File: src/rtl/fetch_buffer.sv
// Instruction-fetch buffer: issues the PC to a 1-cycle instruction memory and queues the
// returned {instruction, PC} pairs for decode behind a valid/ready handshake.
module fetch_buffer #(
    parameter int unsigned DEPTH = 4,
    parameter int unsigned AW    = 32,
    parameter int unsigned DW    = 32
) (
    input  logic                   Clk,
    input  logic                   Reset,
    input  logic [AW-1:0]          PC,
    output logic                   PCWrite,
    output logic                   IMemReq,
    output logic [AW-1:0]          IMemAddr,
    input  logic [DW-1:0]          IMemData,
    input  logic                   Flush,
    output logic                   InstrValid,
    input  logic                   DecodeReady,
    output logic [DW-1:0]          InstrOut,
    output logic [AW-1:0]          PCOut,
    output logic [AW-1:0]          PCPlus4Out,
    output logic [$clog2(DEPTH):0] Count
);
    localparam int unsigned PW = $clog2(DEPTH);
    localparam int unsigned CW = PW + 1;
    localparam logic [CW:0]   CreditLimit = DEPTH[CW:0];
    localparam logic [CW-1:0] FullCount   = DEPTH[CW-1:0];
    localparam logic [AW-1:0] PcStep      = {{(AW-3){1'b0}}, 3'd4};

    logic [DW-1:0] instr_q [DEPTH];
    logic [AW-1:0] pc_q    [DEPTH];
    logic [PW-1:0] rd_ptr_q, rd_ptr_d;
    logic [PW-1:0] wr_ptr_q, wr_ptr_d;
    logic [CW-1:0] count_q, count_d;
    logic          inflight_q;
    logic [AW-1:0] inflight_pc_q;
    logic [CW:0]   credit_used;
    logic          issue;
    logic          push;
    logic          pop;

    // Credit counts queued entries plus the read in flight; a same-cycle pop frees nothing.
    assign credit_used = {1'b0, count_q} + {{CW{1'b0}}, inflight_q};
    assign issue       = !Reset && !Flush && (credit_used < CreditLimit);
    assign push        = inflight_q && !Flush;
    assign pop         = InstrValid && DecodeReady && !Flush;

    always_comb begin
        rd_ptr_d = rd_ptr_q;
        wr_ptr_d = wr_ptr_q;
        count_d  = count_q;
        if (Flush) begin
            rd_ptr_d = '0;
            wr_ptr_d = '0;
            count_d  = '0;
        end else begin
            if (push) begin
                wr_ptr_d = wr_ptr_q + 1'b1;
            end
            if (pop) begin
                rd_ptr_d = rd_ptr_q + 1'b1;
            end
            if (push && !pop) begin
                count_d = count_q + 1'b1;
            end else if (pop && !push) begin
                count_d = count_q - 1'b1;
            end
        end
    end

    always_ff @(posedge Clk or posedge Reset) begin
        if (Reset) begin
            rd_ptr_q      <= '0;
            wr_ptr_q      <= '0;
            count_q       <= '0;
            inflight_q    <= 1'b0;
            inflight_pc_q <= '0;
        end else begin
            rd_ptr_q      <= rd_ptr_d;
            wr_ptr_q      <= wr_ptr_d;
            count_q       <= count_d;
            inflight_q    <= issue;
            inflight_pc_q <= PC;
        end
    end

    always_ff @(posedge Clk or posedge Reset) begin
        if (Reset) begin
            for (int unsigned i = 0; i < DEPTH; i++) begin
                instr_q[i] <= '0;
                pc_q[i]    <= '0;
            end
        end else if (push) begin
            instr_q[wr_ptr_q] <= IMemData;
            pc_q[wr_ptr_q]    <= inflight_pc_q;
        end
    end

    assign IMemReq    = issue;
    assign IMemAddr   = PC;
    assign PCWrite    = !Reset && (issue || Flush);
    assign InstrValid = (count_q != '0);
    assign InstrOut   = instr_q[rd_ptr_q];
    assign PCOut      = pc_q[rd_ptr_q];
    assign PCPlus4Out = pc_q[rd_ptr_q] + PcStep;
    assign Count      = count_q;

    assert property (@(posedge Clk) disable iff (Reset) !(push && count_q == FullCount))
        else $error("fetch_buffer: push into a full queue");

endmodule

File: config.mk
export PLATFORM = sky130hd
export DESIGN_NAME = fetch_buffer
export DESIGN_NICKNAME = d
export VERILOG_FILES = /design/src/rtl/fetch_buffer.sv
export SDC_FILE = /design/constraint.sdc
export NUM_CORES = 1
export LEC_CHECK = 0
export ABC_AREA = 1
export CORE_ASPECT_RATIO = 1.2
export CORE_MARGIN = 3
export CORE_UTILIZATION = 40
export DETAILED_ROUTE_END_ITERATION = 10
export REMOVE_ABC_BUFFERS = 1
export SYNTH_ARGS = -nofsm -noshare
export SYNTH_HDL_FRONTEND = slang
export SYNTH_SLANG_ARGS = --single-unit
File: constraint.sdc
create_clock -name Clk -period 15.8 [get_ports Clk]
set_input_delay 3.16 -clock Clk [delete_from_list [all_inputs] [get_ports Clk]]
set_output_delay 3.16 -clock Clk [all_outputs]
set_load 0.01 [all_outputs]
==> summary.md <==
| Metric | Value |
|---|---|
| Vias in the first global route | 11410 |
| Overall Power | 0.00297 W |
| Post-cts repair resize count | 0 |
| Post-synth EDFFs | 0 |
| HP Class | flip-flop to flip-flop |
| Placed Area | 16000 sq um |
| Synthesized area per cell | 7.85 sq um |
| Setup bufs post-CTS | 0 |
| DRT iter0 DRCs | 993 |
| Critical Path RT | 12.64 ns |
| Final setup viols | 0 |
| CP Max Fanout | 138 |
| Post-Route Setup TNS | 0 ns |
| Clk root buf | clkbuf_16 |
| Largest net degree at the start of global routing | 139 |
| Wire per inst | 15.5 um |
| #FFs+latches synth | 296 |
| H-tree Lvls | 2 |
| Sequential cell area | 7410 sq um |
| FMAX | 116 MHz |
| Chip height | 211 um |
| Post-Layout Cell Count | 2367 |
| RePlAce Congestion | 0.916 |
| Aggregate global routing overflow | 0 |
| Crit Path Class | primary input to output pin |
| Largest stage delay on the critical path | 0.66 ns |
| Netlist cell types | 28 |
| CTS tree | yes |
| Largest delay share family, worst path | buffers and inverters |
| Ys Warns | 0 |
| Crit path time final | 8.64 ns |
| Startpoint Class | primary input |
| Core Area | 34300 sq um |
| Cell Rows | 74 |
| Pwr dens | 174 nW/um^2 |
| Later-pin clock latency in the skew report | 0.52 ns |
| WP buf/inv | 3 |
| Max Cap Viol | 0 |
| Worst vdd rail ir drop | 0.0964 mV |
| Final ANT Viol Nets | 0 |
| Ys flop type | dfrtp_1 |
| RSZ-0062 raised after global routing | false |
| Mapped Cells | 1780 |
| Dpl cells | 2310 |
| Clock sink total | 296 |
| Leak pwr | 8.11 nW |
| Commonest non-fill, non-tap cells in the layout | nand2_1, o21ai_0, dfrtp_1 |
| # fillers | 3367 |
| CTS clk-pin slew, worst paths | 0.06 ns |
| TritonCTS Buffers | 34 |
| Max-slew violations | 0 |
| Crit path arrival time | 5.48 ns |
| DRC violations left | 0 |
| Final WL | 36600 um |
| Total Die Area | 37200 sq um |
| Commonest non-fill, non-tap cell in the layout | nand2_1 |
| Status | completed |
| First-pass GRT wire length | 60100 um |
| Initial antenna violation count | 0 |
| Layout cell share with drive strength beyond 1 | 4.24% |
| CTS Buffer Depth | 3 |
| Final Cell Area | 17100 sq um |
| Port bufs | 201 |
| Slew HR | 21.2% |
| Critical path cell sequence | clkdlybuf4s50_1, inv_8, nand3_1, a31oi_1, nor2_1, nor2_1, clkdlybuf4s50_1 |
| Cell Area, Synth | 14000 sq um |
| Die W | 177 um |
| Slowest-stage cell, CP | inv_8 |
| Drt pass-1 iters | 6 |
| Async set-or-reset flop fraction in the synthesized netlist | 100% |
| Initial Util | 40.8% |
| Worst Clk Skew | 0.0161 ns |
| Antenna cells | 0 |
| Worst Slack Setup Final | 7.16 ns |
| Multi-input gate area | 5430 sq um |
| Tcrit/Tclk final | 54.7% |
| Hold_buf cts | 0 |
| GRT Total Usage | 19.8% |
| Via Count | 11821 |
| DP Wirelength | 22400 um |
| Sequential area share after synthesis | 53.0% |
| Worst slack at placement | 7.02 ns |
| Final hold violation count | 0 |
| Crit path capture type | output pin |
| DR vias/cell | 4.99 |
| P&R area growth vs syn | 22.2% |
| Final nets | 1964 |
| Slew @ Worst Pin | 1.18 ns |
| I/O pin count | 202 |
registers in the layout (all words and copies together), names as in the netlist:
| register | count |
|---|---|
| instr_q | 128 |
| Count | 3 |
| inflight_q | 1 |
| rd_ptr_q | 2 |
| wr_ptr_q | 2 |
| pc_q | 128 |
| inflight_pc_q | 32 |
through the flow:
stage	utilization [%]	hold slack, ns
6_report	49.9	0.477
5_1_grt	49.9	0.496
4_1_cts	49.9	0.481
3_5_place_dp	46.7	0.468
3_3_place_gp	46.7	0.460
2_1_floorplan	-	0.446
kinds of logic (layout without fill, tap and decap cells):
kind of cell    Yosys count  after routing  synth area share, %
flops                   296            296                 53.0
xor+xnor                 16             16                 1.00
compound gates          372            372                 13.7
simple gates            826            826                 23.3
fa+ha+maj                 6              6                0.591
buf+inv                 264            395                 8.43
final cells by class:
class,count,area share [%]
inverters,127,2.85
multi-input cells,1220,31.8
well taps,456,3.34
clock buffers,53,6.01
flip-flops and latches,296,43.4
clock inverters,4,0.432
repair buffers,211,12.2
worst min-delay path: stages (launching register included):
cell and delay [ns]:
dfrtp_1 0.34, nand2_1 0.05, o21ai_0 0.06
final timing paths:
path | start | endpoint | slack (ns) | depth (start not counted)
worst max-delay path | Reset | PCWrite | 7.16 | 7
worst min-delay path | instr_q[45]$_DFFE_PP0P_ | instr_q[45]$_DFFE_PP0P_ | 0.48 | 2
worst max register to register | inflight_q$_DFF_PP0_ | instr_q[52]$_DFFE_PP0P_ | 13.17 | 6
worst min register to register | instr_q[45]$_DFFE_PP0P_ | instr_q[45]$_DFFE_PP0P_ | 0.48 | 2
max in group asynchronous | Reset | instr_q[117]$_DFFE_PP0P_ | 10.92 | 3
min in group asynchronous | Reset | Count[0]$_DFFE_PP0P_ | 3.26 | 2
routing by layer:
metal | vias to the layer above | routed length, um | global-route usage (%)
met4 | 0 | 546 | 4.42
met5 | - | 0 | 0
li1 | 5868 | - | -
met1 | 5578 | 17000 | 28.0
met3 | 46 | 2120 | 3.31
met2 | 329 | 16900 | 32.3
cell usage after synthesis (all sizes together) (2+ instances only):
library cell,n,area share (%)
a21oi,5,0.18
buf,59,2.9
clkbuf,78,2.1
dfrtp,296,53
ha,5,0.45
inv,127,3.4
nand2,607,16
nand3,77,2.8
nand4,4,0.18
nor2,135,3.8
nor3,2,0.11
o21ai,328,12
o22ai,36,1.6
xor2,15,0.94
power by group:
group	switching, W	internal, W
Clock	0.000302	0.000477
Sequential	0.000113	0.000956
Combinational	0.000621	0.000500
Total	0.00104	0.00193
(Power assumes the default switching activity.)
